==> src/rtl/pulse_hs_pkg.sv <==
// Shared definitions for the pulse_hs_tx req/ack pulse-crossing transmitter.
package pulse_hs_pkg;

  typedef enum logic [1:0] {
    IDLE = 2'd0,
    REQ  = 2'd1,
    DROP = 2'd2,
    GAP  = 2'd3
  } hs_state_e;

  localparam int unsigned CNT_W_DEF       = 4;
  localparam int unsigned SYNC_STAGES_DEF = 2;
  localparam int unsigned GAP_CYC_DEF     = 2;
  localparam int unsigned TIMEOUT_CYC_DEF = 64;

endpackage

==> src/rtl/sync_ff.sv <==
// Multi-flop level synchronizer with synchronous active-high reset.
module sync_ff #(
  parameter int unsigned SYNC_STAGES = 2
) (
  input  logic clk,
  input  logic rst,
  input  logic d,
  output logic q
);

  logic [SYNC_STAGES-1:0] sync_q;
  logic [SYNC_STAGES-1:0] sync_d;

  always_comb sync_d = {sync_q[SYNC_STAGES-2:0], d};

  always_ff @(posedge clk) begin
    if (rst) sync_q <= '0;
    else     sync_q <= sync_d;
  end

  assign q = sync_q[SYNC_STAGES-1];

endmodule

==> src/rtl/pulse_hs_tx.sv <==
// Source-side four-phase req/ack transmitter: queues event pulses and sends one handshake each.
// Optional ack timeout (timeout_err port) is enabled by defining PULSE_HS_TX_TIMEOUT_EN.
module pulse_hs_tx
  import pulse_hs_pkg::*;
#(
  parameter int unsigned CNT_W       = CNT_W_DEF,
  parameter int unsigned SYNC_STAGES = SYNC_STAGES_DEF,
  parameter int unsigned GAP_CYC     = GAP_CYC_DEF,
  parameter int unsigned TIMEOUT_CYC = TIMEOUT_CYC_DEF
) (
  input  logic             clk,
  input  logic             rst,
  input  logic             pulse_in,
  input  logic             ack_in,
  output logic             req_out,
  output logic [CNT_W-1:0] pending,
  output logic             busy,
  output logic             done_pulse,
  output logic             overflow,
  input  logic             clr_ovf
`ifdef PULSE_HS_TX_TIMEOUT_EN
  ,
  output logic             timeout_err
`endif
);

  localparam int unsigned     GAP_W    = (GAP_CYC > 2) ? $clog2(GAP_CYC) : 1;
  localparam logic [GAP_W-1:0] GAP_LAST = GAP_W'((GAP_CYC == 0) ? 0 : GAP_CYC - 1);

  hs_state_e        state_q, state_d;
  logic [CNT_W-1:0] pend_q, pend_d;
  logic [GAP_W-1:0] gap_q, gap_d;
  logic             req_q, req_d;
  logic             done_q, done_d;
  logic             ovf_q, ovf_d;
  logic             ack_s;
  logic             launch;
  logic             ovf_set;
  logic             timeout_hit;

  sync_ff #(.SYNC_STAGES(SYNC_STAGES)) u_ack_sync (
    .clk (clk),
    .rst (rst),
    .d   (ack_in),
    .q   (ack_s)
  );

`ifdef PULSE_HS_TX_TIMEOUT_EN
  localparam int unsigned      TO_W    = (TIMEOUT_CYC > 2) ? $clog2(TIMEOUT_CYC) : 1;
  localparam logic [TO_W-1:0]  TO_LAST = TO_W'(TIMEOUT_CYC - 1);

  logic [TO_W-1:0] wait_q, wait_d;
  logic            tout_q, tout_d;

  // Only fires while the awaited ack edge has not arrived; a same-cycle ack wins.
  always_comb begin
    timeout_hit = (((state_q == REQ) && !ack_s) || ((state_q == DROP) && ack_s))
                  && (wait_q == TO_LAST);
    wait_d      = (state_d != state_q) ? '0 : wait_q + 1'b1;
    tout_d      = tout_q | timeout_hit;
  end

  always_ff @(posedge clk) begin
    if (rst) begin
      wait_q <= '0;
      tout_q <= 1'b0;
    end else begin
      wait_q <= wait_d;
      tout_q <= tout_d;
    end
  end

  assign timeout_err = tout_q;
`else
  // TIMEOUT_CYC is kept in the parameter list so overrides stay valid in every build.
  assign timeout_hit = 1'b0 && (TIMEOUT_CYC != 0);
`endif

  always_ff @(posedge clk) begin
    if (rst) begin
      state_q <= IDLE;
      pend_q  <= '0;
      gap_q   <= '0;
      req_q   <= 1'b0;
      done_q  <= 1'b0;
      ovf_q   <= 1'b0;
    end else begin
      state_q <= state_d;
      pend_q  <= pend_d;
      gap_q   <= gap_d;
      req_q   <= req_d;
      done_q  <= done_d;
      ovf_q   <= ovf_d;
    end
  end

  always_comb begin
    state_d = state_q;
    case (state_q)
      IDLE: if ((pend_q != '0) && !ack_s) state_d = REQ;
      REQ: begin
        if (ack_s)            state_d = DROP;
        else if (timeout_hit) state_d = (GAP_CYC == 0) ? IDLE : GAP;
      end
      DROP: if (!ack_s || timeout_hit) state_d = (GAP_CYC == 0) ? IDLE : GAP;
      GAP:  if (gap_q == GAP_LAST) state_d = IDLE;
      default: state_d = IDLE;
    endcase
  end

  always_comb begin
    launch  = (state_q == IDLE) && (state_d == REQ);
    req_d   = (state_d == REQ);
    done_d  = (state_q == DROP) && !ack_s;
    gap_d   = (state_q == GAP) ? gap_q + 1'b1 : '0;
    pend_d  = pend_q;
    ovf_set = 1'b0;
    if (pulse_in && !launch) begin
      if (pend_q == '1) ovf_set = 1'b1;
      else              pend_d  = pend_q + 1'b1;
    end else if (!pulse_in && launch) begin
      pend_d = pend_q - 1'b1;
    end
    ovf_d = ovf_set | (ovf_q & ~clr_ovf);
  end

  assign req_out    = req_q;
  assign pending    = pend_q;
  assign busy       = (state_q != IDLE) || (pend_q != '0);
  assign done_pulse = done_q;
  assign overflow   = ovf_q;

endmodule

==> config.mk <==
export PLATFORM = sky130hd
export DESIGN_NAME = pulse_hs_tx
export DESIGN_NICKNAME = d
export VERILOG_FILES = /design/src/rtl/pulse_hs_pkg.sv /design/src/rtl/sync_ff.sv /design/src/rtl/pulse_hs_tx.sv
export SDC_FILE = /design/constraint.sdc
export NUM_CORES = 1
export LEC_CHECK = 0
export ABC_CLOCK_PERIOD_IN_PS = 2100
export CAP_MARGIN = 10
export CORE_MARGIN = 5
export CORE_UTILIZATION = 42
export CTS_BUF_LIST = sky130_fd_sc_hd__clkbuf_4 sky130_fd_sc_hd__clkbuf_8 sky130_fd_sc_hd__clkbuf_16
export DETAILED_ROUTE_END_ITERATION = 7
export GPL_TIMING_DRIVEN = 0
export HOLD_SLACK_MARGIN = 0.12
export PLACE_DENSITY = 0.71
export SLEW_MARGIN = 20
export SYNTH_ARGS = -nofsm -noshare
export SYNTH_HDL_FRONTEND = slang
export SYNTH_SLANG_ARGS = --single-unit
==> constraint.sdc <==
create_clock -name clk -period 2.1 [get_ports clk]
set_clock_uncertainty 0.1 [all_clocks]
set_input_delay 0.42 -clock clk [delete_from_list [all_inputs] [get_ports clk]]
set_output_delay 0.42 -clock clk [all_outputs]
set_load 0.05 [all_outputs]
# Word-level counts from Yosys, hierarchy flattened
# Cells that the tools add are included.
[word_totals] in_bits=5 out_inout_bits=8 elab_cells=45 register_bits=12
[classes] n_bitwise=4 n_reduce_logical=15 eq_ne=6 mux=10 addsub=3
[ops] cell="4-bit 2-to-1 mux" n=3
[ops] cell="2-bit 2-to-1 mux" n=4
[ops] cell="2-bit one-hot mux with 4 select lines" n=1
[ops] cell="1-bit logical AND" n=5
[ops] cell="4-bit by 1-bit adder with 4-bit output (second input constant)" n=1
[ops] cell="2-bit by 1-bit == test with 1-bit output (second input constant)" n=2
[ops] cell="2-bit == test (second input constant)" n=2
[ops] cell="4-bit == test (second input constant)" n=1
[ops] cell="2-bit nonzero test" n=2
[ops] cell="4-bit nonzero test" n=1
[ops] cell="4-bit by 1-bit subtractor with 4-bit output (second input constant)" n=1
[ops] cell="1-bit logical NOT" n=3
[ops] cell="2-bit logical NOT" n=1
[ops] cell="1-bit 2-to-1 mux" n=2
[ops] cell="2-bit != test (second input constant)" n=1
[ops] cell="1-bit NOT" n=2
[ops] cell="2-bit AND reduction" n=1
[ops] cell="2-bit OR reduction" n=1
[ops] cell="1-bit adder (second input constant)" n=1
[ops] cell="1-bit AND" n=1
[ops] cell="1-bit logical OR" n=1
[ops] cell="1-bit OR" n=1

# Longest topological paths before layout
# Gate-level depths: netlist (run 1).
[depth] ltp_word=10 mapped_depth=9

# By module
# A second synthesis (run 1) with hierarchy kept.
[hier_totals] hier_cells=64 area_unflattened_um2=606.8
[modules_own_cells] mod="pulse_hs_tx" seq_area_each_um2=200.2 cells_per_inst=60 area_each_um2=554.3 n_inst=1
[modules_own_cells] mod="sync_ff" seq_area_each_um2=40.0 cells_per_inst=4 area_each_um2=52.6 n_inst=1

# Least setup slack after synthesis (run 1)
# OpenSTA, ideal clock, no wires.
[synth_path] path_type="register to register" from="register pend_q[1], in the netlist pending[1]" to="register pend_q[3], in the netlist pending[3]" synth_period_minus_slack_ns=2.501 n_path_buf=0 required_ns=1.869 path_stages_with_launch=9 path_slack_ns=-0.401 arrival_ns=2.271 path_cell_list="dfxtp_1 > or4_4 > a21oi_1 > inv_1 > ha_1 > a21oi_1 > a21boi_0 > mux2i_1 > o311ai_1"
[synth_between] elab_chain_len=10
[synth_lines] item="start: declaration" line="pulse_hs_tx.sv:31" rtl="logic [CNT_W-1:0] pend_q, pend_d;"
[synth_lines] item="start signal: assignment" line="pulse_hs_tx.sv:89" rtl="pend_q <= pend_d;"
[synth_lines] item="4-bit nonzero test" line="pulse_hs_tx.sv:100" rtl="IDLE: if ((pend_q != '0) && !ack_s) state_d = REQ;"
[synth_lines] item="1-bit logical AND" line="pulse_hs_tx.sv:100"
[synth_lines] item="2-bit 2-to-1 mux" line="pulse_hs_tx.sv:100"
[synth_lines] item="2-bit one-hot mux with 4 select lines" line="pulse_hs_tx.sv:99" rtl="case (state_q)"
[synth_lines] item="2-bit by 1-bit == test with 1-bit output" line="pulse_hs_tx.sv:112" rtl="launch = (state_q == IDLE) && (state_d == REQ);"
[synth_lines] item="1-bit logical AND" line="pulse_hs_tx.sv:112"
[synth_lines] item="1-bit logical NOT" line="pulse_hs_tx.sv:118" rtl="if (pulse_in && !launch) begin"
[synth_lines] item="1-bit logical AND" line="pulse_hs_tx.sv:118"
[synth_lines] item="2-bit != test (no source line) or 2-bit nonzero test (tied branches)"
[synth_lines] item="2-bit AND reduction (no source line)"
# Several ways; a longest one is shown, not always the timed one. The select of a mux whose other input is x is not followed.
# A chain may end at the register's enable or synchronous reset.

# Worst setup path after layout (run 1)
# Ends and elaborated chain as after synthesis.

==> results.cfg, run 1 <==
[clocking]
htreeDepth = 1
cts_root_buf = clkbuf_4
clock_latency_ns = 0.28
cts_buffers = 3
clock-sinks = 12
cts_tree = yes
clockBufferDepth = 2
clk_pin_slew_worst_paths_ns = 0.08

[die]
die_area_um2 = 2313
rows = 13
die_x_um = 48.09
io_pins = 13
coreArea_um2 = 1334
initial_core_util_pct = 45.68
die_h_um = 48.09

[sta]
setup_ws_ns = -0.1240
rsz0062_at_grt = yes
hold_ws_ns = 0.3549
final-hold-violation-count = 0
relSlewSlack_pct = 58.07
period_needed_ns = 2.224
setup_viol = 4
worst_slew_pin_slew_ns = 0.6242
max_freq_ghz = 0.4496
finalMaxSlewViolations = 0
fin_crit_sh_pct = 105.9

[status]
violations = negative setup slack
status = finished, violations left

[detailed_routing]
drt_iter0_drc = 4
drc = 0
postRouteAntennaNets = 0
drtPass1Iterations = 4
vias = 551
viasPerCell = 5.510
post_drt_wl_per_cell_um = 13.66
wl_mm = 1.366

[yosys]
synth_edf_count = 0
ys_ff_latch = 12
synth-main-ff-cell = dfxtp_1
syn_area_per_cell_um2 = 9.374
netlist_area_um2 = 609.3
muxShareOfSynthArea_pct = 3.285
synth_area_leaders = dfxtp_1 39%, a21oi_1 4.9%, ha_1 4.1%, nor3b_2 4.1%, fa_1 3.3%
synth-compound-area-share_pct = 11.29
yosysMostFrequentCell = dfxtp_1
synth_cells = 65
synthAdderAreaFrac_pct = 7.392
yosysSeqAreaShare_pct = 39.43
synth-xor-area-share_pct = 1.437
synth.distinct_cells = 31
syn_nets = 73
synth_top_family_by_area = simple AND/OR/NAND/NOR gates
synth-async-reset-ratio_pct = 0
synth-simple-area-share_pct = 33.88
synth_warnings = 0
synth_commonest_cells = 12 x dfxtp_1, 6 x a21oi_1, 5 x nor2_1
synth_top_cell_by_area = dfxtp_1
synth_top_area_share_pct = 39.43

[global_routing]
grt-ovfl-total = 0
grt_start_max_net_pins = 11
grt_use_total_pct = 13.63
grt_pass1_wl_mm = 2.104
grt_pass1_vias = 510
antenna_found_initial = 0

[worst_setup_path]
rr_worst_depth = 9
cpMostUsedCell = a21oi_4
cp_slowest_stage_delay_ns = 0.53
worstPathArrival_ns = 2.28
cp-start-kind = flip-flop
path_max_fanout = 4
path_cells = or4_4 -> buf_6 -> a21oi_4 -> inv_2 -> ha_1 -> a21oi_4 -> a21boi_1 -> mux2i_1 -> o311ai_1
critPathRequiredTime_ns = 2.16
cpLargestDelayFamily = simple AND/OR/NAND/NOR gates
crit_buf_inv = 2
endpoint_kind = flip-flop
reg2reg_to = pending[3]$_SDFFE_PP0P_
worstSetupPathType = flip-flop to flip-flop
reg2reg_from = pending[1]$_SDFFE_PP0P_
r2r_slack_ns = -0.12
cp_slowest_cell = or4_4

[worst_hold_path]
hold_path_startpoint = u_ack_sync.sync_q[0]$_SDFF_PP0_
min_path_cells = 1
hold_path_class = flip-flop to flip-flop
hold_end = u_ack_sync.sync_q[1]$_SDFF_PP0_

[finish]
n_antenna_cell = 0
layout.nets = 94
finalNonFillerCells = 100
nFillCells = 110
design_area_um2 = 890.9
area_growth_pct = 46.20
drive_above_1_share_pct = 32.94

[pwr]
power.leakage_nw = 0.3842
p_per_area_nw_per_um2 = 1659
ir_worst_vdd_v = 0.001196
p_total_mw = 1.478

[place]
place_area_um2 = 793.3
io_buffer_count = 12
numPlacedInstances = 92
place_congestion = 0.6815
hpwlAfterDp_um = 881.3

[run]
cap_violations = 0
[per-stage QoR]
step	utilization [%]	worst slack, ns	setup TNS (ns)
detailed placement	59.47	-0.3901	-0.4784
floorplan	-	-0.01416	-0.02767
global placement	59.47	-0.3903	-0.4642
global route	66.79	-0.2538	-0.7958
CTS	64.82	-0.1631	-0.4240
finish	66.79	-0.1240	-0.3654
[layer usage]
layer  part of all wire (%)  global-route usage (%)  vias to the layer above  wire, um
li1                       -                       -                      271         -
met1                     45                   16.85                      263       615
met2                     46                   20.58                       13       634
met3                    6.7                   4.428                        4        92
met4                    1.7                   8.065                        0        23
met5                      0                       0                        -         0
[area by class of cell]
type | instances | area, um2 | area share (%)
buffer | 3 | 12.51 | 1.404
clock buffer | 4 | 36.28 | 4.073
inverter | 2 | 7.507 | 0.8427
multi-input combinational | 48 | 399.1 | 44.80
sequential | 12 | 250.2 | 28.09
tap | 15 | 18.77 | 2.107
timing repair buffer | 16 | 166.4 | 18.68
[cells by family (layout without fill, tap and decap cells)]
logic type / count (synthesis) / in the layout
adder cells (fa/ha/maj): 3 / 3
buffers and inverters: 5 / 25
XOR/XNOR: 1 / 1
multiplexers: 2 / 2
AND/OR/NAND/NOR: 31 / 31
AO/OA/AOI/OAI: 11 / 11
flip-flops: 12 / 12
[where the power goes]
part	total [mW]	internal, mW	switching [mW]
combinational	0.941	0.440	0.501
clock	0.187	0.105	0.0812
sequential	0.350	0.293	0.0570
[state kept, by name (all words and copies together), names as in the netlist]
| name | flops |
|---|---|
| done_pulse | 1 |
| state_q | 2 |
| req_out | 1 |
| pending | 4 |
| overflow | 1 |
| gap_q | 1 |
| u_ack_sync.sync_q | 2 |
[placed cells by master (no fill, tap or decap), drive strengths merged, types with 2 or more instances in the layout]
| cell type | instances |
|---|---|
| dfxtp | 12 |
| clkdlybuf4s50 | 8 |
| a21oi | 6 |
| clkbuf | 6 |
| buf | 6 |
| nor2 | 5 |
| nand2 | 4 |
| nor3 | 3 |
| nor2b | 3 |
| dlymetal6s2s | 3 |
| nand2b | 2 |
| mux2i | 2 |
| nor3b | 2 |
| inv | 2 |
| nand3 | 2 |
| and3 | 2 |
| o21ai | 2 |
| ha | 2 |
[worst max-delay path by stage]
stage	start	end	slack (ns)	cells past startpoint
2_1_floorplan	pending[2]$_SDFFE_PP0P_	pending[3]$_SDFFE_PP0P_	-0.01	8
3_3_place_gp	pending[2]$_SDFFE_PP0P_	busy	-0.39	3
3_5_place_dp	pending[2]$_SDFFE_PP0P_	busy	-0.39	3
4_1_cts	pending[1]$_SDFFE_PP0P_	busy	-0.16	3
5_1_grt	pending[1]$_SDFFE_PP0P_	pending[3]$_SDFFE_PP0P_	-0.25	8
6_report	pending[1]$_SDFFE_PP0P_	pending[3]$_SDFFE_PP0P_	-0.12	9
[repair_timing]
action,CTS,global route
pin swaps,2,2
setup buffers,3,1
hold buffers,0,0
endpoints found under the setup margin,3,7
gates resized for setup,9,5
(Power assumes the default switching activity.)
==> inputs of run 2 (changes only) <==
Settings changed: RECOVER_POWER from default to 100.
==> run 2 against run 1 <==
  * The flow still finishes with violations (negative setup slack)
  * Critical path depth did not move
  * First-iteration DRC count rose by 50%
  * Via count fell by 0.91%
  * Routed wire length rose by 0.51%
  * Critical path type unchanged
  * Sequential share of layout area did not move
  * Worst setup slack barely moved
  * Non-clock buffer count did not move
  * Count of clock-buffer cells in the layout did not move
  * Maximum frequency barely moved
  * Combinational power barely moved
==> results.cfg, run 2 (synthesis gave the netlist of run 1 again) <==
[status]
status = finished, violations left
violations = negative setup slack

[worst_setup_path]
path_cells = or4_4 -> buf_6 -> a21oi_4 -> inv_2 -> ha_1 -> a21oi_4 -> a21boi_1 -> mux2i_1 -> o311ai_1
cp-start-kind = flip-flop
rr_worst_depth = 9
r2r_slack_ns = -0.12
reg2reg_from = pending[1]$_SDFFE_PP0P_
cp_slowest_cell = or4_4
worstPathArrival_ns = 2.28
cpLargestDelayFamily = simple AND/OR/NAND/NOR gates
cpMostUsedCell = a21oi_4
crit_buf_inv = 2
cp_slowest_stage_delay_ns = 0.53
path_max_fanout = 4
endpoint_kind = flip-flop
reg2reg_to = pending[3]$_SDFFE_PP0P_
worstSetupPathType = flip-flop to flip-flop
critPathRequiredTime_ns = 2.16

[finish]
drive_above_1_share_pct = 32.94
layout.nets = 94
nFillCells = 110
largest_reg_flops = 4
regArea_um2 = 250.2
n_antenna_cell = 0
multiInputGateArea_um2 = 399.1
mostFrequentLayoutCell = dfxtp_1
mostFrequentLayoutCells = 8 x dfxtp_1, 7 x clkdlybuf4s50_1, 5 x nor2_1, 4 x nand2_1, 4 x a21oi_1
area_growth_pct = 46.20

[pwr]
power.switching_uw = 639.3
clock_power_share_pct = 12.6
p_total_mw = 1.478
power.leakage_nw = 0.3845
p_per_area_nw_per_um2 = 1659
swShare_pct = 43.26
pwr-share-seq_pct = 23.7
p_comb_share_pct = 63.7
ir_worst_vdd_v = 0.001196
p_int_uw = 838.4

[die]
die_h_um = 48.09
rows = 13
die_area_um2 = 2313
io_pins = 13
die_x_um = 48.09
initial_core_util_pct = 45.68
coreArea_um2 = 1334

[sta]
worst_slew_pin_slew_ns = 0.6246
final.setup.tns_ns = -0.3662
rsz0062_at_grt = yes
setup_viol = 4
period_needed_ns = 2.224
max_freq_ghz = 0.4496
relSlewSlack_pct = 58.04
final-hold-violation-count = 0
setup_ws_ns = -0.1241
fin_crit_sh_pct = 105.9
hold_ws_ns = 0.3549
finalMaxSlewViolations = 0

[detailed_routing]
drtPass1Iterations = 4
post_drt_wl_per_cell_um = 13.73
postRouteAntennaNets = 0
viasPerCell = 5.460
drc = 0
drt_iter0_drc = 6
vias = 546
wl_mm = 1.373

[clocking]
clock-sinks = 12
clockBufferDepth = 2
clock_latency_ns = 0.28
cts_tree = yes
clk_pin_slew_worst_paths_ns = 0.08
cts_buffers = 3
htreeDepth = 1
cts_root_buf = clkbuf_4

[worst_hold_path]
hold_path_class = flip-flop to flip-flop
hold_end = u_ack_sync.sync_q[1]$_SDFF_PP0_
min_path_cells = 1
hold_path_startpoint = u_ack_sync.sync_q[0]$_SDFF_PP0_

[run]
cap_violations = 0

[place]
place_congestion = 0.6815
hpwlAfterDp_um = 881.3
io_buffer_count = 12

[global_routing]
grt_use_total_pct = 13.63
grt_pass1_vias = 510
antenna_found_initial = 0
grt_start_max_net_pins = 11
grt_pass1_wl_mm = 2.104
grt-ovfl-total = 0
run 2: how the worst max path moves through the flow:
| stage | cells after the start | end | from |
|---|---|---|---|
| global route | 8 | pending[3]$_SDFFE_PP0P_ | pending[1]$_SDFFE_PP0P_ |
| global placement | 3 | busy | pending[2]$_SDFFE_PP0P_ |
| finish | 9 | pending[3]$_SDFFE_PP0P_ | pending[1]$_SDFFE_PP0P_ |
| CTS | 3 | busy | pending[1]$_SDFFE_PP0P_ |
| floorplan | 8 | pending[3]$_SDFFE_PP0P_ | pending[2]$_SDFFE_PP0P_ |
| detailed placement | 3 | busy | pending[2]$_SDFFE_PP0P_ |
run 2: layer usage:
metal  share of wire [%]  track usage, %  wire length [um]
met1                  46           16.85               628
met2                  46           20.58               627
met3                 6.7           4.428                92
met4                 1.7           8.065                23
met5                   0               0                 0
run 2: per-stage QoR:
stage	instances	area, um2	util (%)	setup slack [ns]
after floorplan	65	654.4	-	-0.01416
after global placement	92	793.3	59.47	-0.3903
after detailed placement	92	793.3	59.47	-0.3901
after CTS	99	864.6	64.82	-0.1631
after global routing	100	890.9	66.79	-0.2538
final	100	890.9	66.79	-0.1241
run 2: cell type report:
cell class	count	share of cell area (%)
clock buffers	4	4.073
flip-flops and latches	12	28.09
plain buffers	3	1.404
repair buffers	16	18.68
multi-input cells	48	44.80
inverters	2	0.8427
well taps	15	2.107
run 2: repair_timing:
item	CTS	global route
endpoints found under the hold margin	0	0
buffers inserted	3	1
hold buffers	0	0
endpoints found under the setup margin	3	7
resized for setup	9	5
pin swaps	2	2
run 2: power groups by stage:
stage / Clock [mW] / Sequential [mW] / Combinational (mW)
finish: 0.187 / 0.350 / 0.941
global route: 0.207 / 0.360 / 1.01
CTS: 0.193 / 0.350 / 0.871
detailed placement: 0 / 0.375 / 0.766
global placement: 0 / 0.372 / 0.756
floorplan: 0 / 0.503 / 0.459
==> inputs of run 3 (changes only) <==
Settings changed: SETUP_SLACK_MARGIN from default to 0.1.
==> run 3 against run 2 <==
  * The flow still finishes with violations (negative setup slack)
  * Cell area increased by 7.4%
  * Register-to-register slack about the same
  * Worst setup slack improved by 0.0067 ns
  * Core utilization increased by 5.0 points
  * Clock power about the same
  * Sequential power about the same
  * Critical path type unchanged
  * Highest routed layer unchanged
==> results.cfg, run 3 (synthesis gave the netlist of run 1 again) <==
[status]
status = finished, violations left
violations = negative setup slack

[pwr]
p_int_uw = 917.7
power.leakage_nw = 0.4110
clock_power_share_pct = 11.8
power.switching_uw = 679.8
p_per_area_nw_per_um2 = 1669
swShare_pct = 42.55
ir_worst_vdd_v = 0.001257
p_comb_share_pct = 66.2
p_total_mw = 1.598
pwr-share-seq_pct = 22.1

[sta]
hold_ws_ns = 0.3537
final.setup.tns_ns = -0.4448
max_freq_ghz = 0.4510
rsz0062_at_grt = yes
fin_crit_sh_pct = 105.6
final-hold-violation-count = 0
worst_slew_pin_slew_ns = 0.5048
relSlewSlack_pct = 66.29
setup_ws_ns = -0.1174
period_needed_ns = 2.217
finalMaxSlewViolations = 0
setup_viol = 5

[global_routing]
grt_use_total_pct = 13.63
grt_start_max_net_pins = 11
grt_pass1_vias = 510
grt-ovfl-total = 0
grt_pass1_wl_mm = 2.104
antenna_found_initial = 0

[worst_setup_path]
worstSetupPathType = flip-flop to flip-flop
cp_slowest_stage_delay_ns = 0.54
rr_worst_depth = 8
path_max_fanout = 3
reg2reg_from = pending[1]$_SDFFE_PP0P_
reg2reg_to = pending[2]$_SDFFE_PP0P_
cp_slowest_cell = or4_4
critPathRequiredTime_ns = 2.16
r2r_slack_ns = -0.12
worstPathArrival_ns = 2.28
crit_buf_inv = 2
cpLargestDelayFamily = simple AND/OR/NAND/NOR gates
endpoint_kind = flip-flop
cp-start-kind = flip-flop
path_cells = or4_4 -> buf_6 -> a21oi_4 -> inv_2 -> fa_2 -> xnor2_2 -> o21ai_1 -> nor3b_2

[finish]
largest_reg_flops = 4
layout.nets = 99
mostFrequentLayoutCells = 8 x dfxtp_1, 6 x clkdlybuf4s50_1, 6 x buf_4, 5 x nor2_1
n_antenna_cell = 0
mostFrequentLayoutCell = dfxtp_1
area_growth_pct = 57.08
drive_above_1_share_pct = 38.89
nFillCells = 97
design_area_um2 = 957.2

[detailed_routing]
post_drt_wl_per_cell_um = 13.37
viasPerCell = 5.286
postRouteAntennaNets = 0
drt_iter0_drc = 5
drtPass1Iterations = 2
drc = 0
wl_mm = 1.404
vias = 555

[place]
place_area_um2 = 793.3
place_congestion = 0.6815
io_buffer_count = 12
hpwlAfterDp_um = 881.3
pre_cts_ws_ns = -0.3901

[worst_hold_path]
hold_end = u_ack_sync.sync_q[1]$_SDFF_PP0_
hold_path_startpoint = u_ack_sync.sync_q[0]$_SDFF_PP0_
min_path_cells = 1
hold_path_class = flip-flop to flip-flop

[run]
cap_violations = 0

[clocking]
htreeDepth = 1
clock_latency_ns = 0.28
cts_root_buf = clkbuf_4
clockBufferDepth = 2
cts_tree = yes
cts_buffers = 3
clock-sinks = 12
clk_pin_slew_worst_paths_ns = 0.08

[die]
die_h_um = 48.09
die_area_um2 = 2313
io_pins = 13
die_x_um = 48.09
coreArea_um2 = 1334
initial_core_util_pct = 45.68
rows = 13
-- run 3: power by group through the flow --
stage          combinational, mW  sequential [mW]  clock [mW]
2_1_floorplan              0.459            0.503           0
3_5_place_dp               0.766            0.375           0
4_1_cts                    0.862            0.350       0.193
3_3_place_gp               0.756            0.372           0
6_report                    1.06            0.353       0.188
5_1_grt                     1.13            0.361       0.207
-- run 3: what timing repair did --
action                     4_1_cts  5_1_grt
setup endpoints to repair        6        7
setup buffers                    3        6
pin swaps                        2        4
hold buffers                     0        0
gates resized for setup         11       11
-- run 3: worst max path at each step --
stage / slack [ns] / start / to / cells after the start
after floorplan: -0.01 / pending[2]$_SDFFE_PP0P_ / pending[3]$_SDFFE_PP0P_ / 8
after global routing: -0.24 / pending[1]$_SDFFE_PP0P_ / pending[3]$_SDFFE_PP0P_ / 8
after detailed placement: -0.39 / pending[2]$_SDFFE_PP0P_ / busy / 3
after CTS: -0.16 / pending[1]$_SDFFE_PP0P_ / busy / 3
final: -0.12 / pending[1]$_SDFFE_PP0P_ / pending[2]$_SDFFE_PP0P_ / 8
after global placement: -0.39 / pending[2]$_SDFFE_PP0P_ / busy / 3
-- run 3: area by class of cell --
class	instances	area, um2	area share (%)
repair buffers	21	206.4	21.57
inverters	2	7.507	0.7843
multi-input cells	48	422.9	44.18
well taps	15	18.77	1.961
plain buffers	3	12.51	1.307
clock buffers	4	36.28	3.791
flip-flops and latches	12	252.7	26.41
-- run 3: per-layer routing --
layer / track usage (%) / share of wire, %
met1: 16.85 / 45
met2: 20.58 / 47
met3: 4.428 / 6.6
met4: 8.065 / 1.5
met5: 0 / 0
-- run 3: per-stage QoR --
stage | instances | utilization (%)
6_report | 105 | 71.76
2_1_floorplan | 65 | -
3_5_place_dp | 92 | 59.47
3_3_place_gp | 92 | 59.47
4_1_cts | 99 | 64.63
5_1_grt | 105 | 71.76
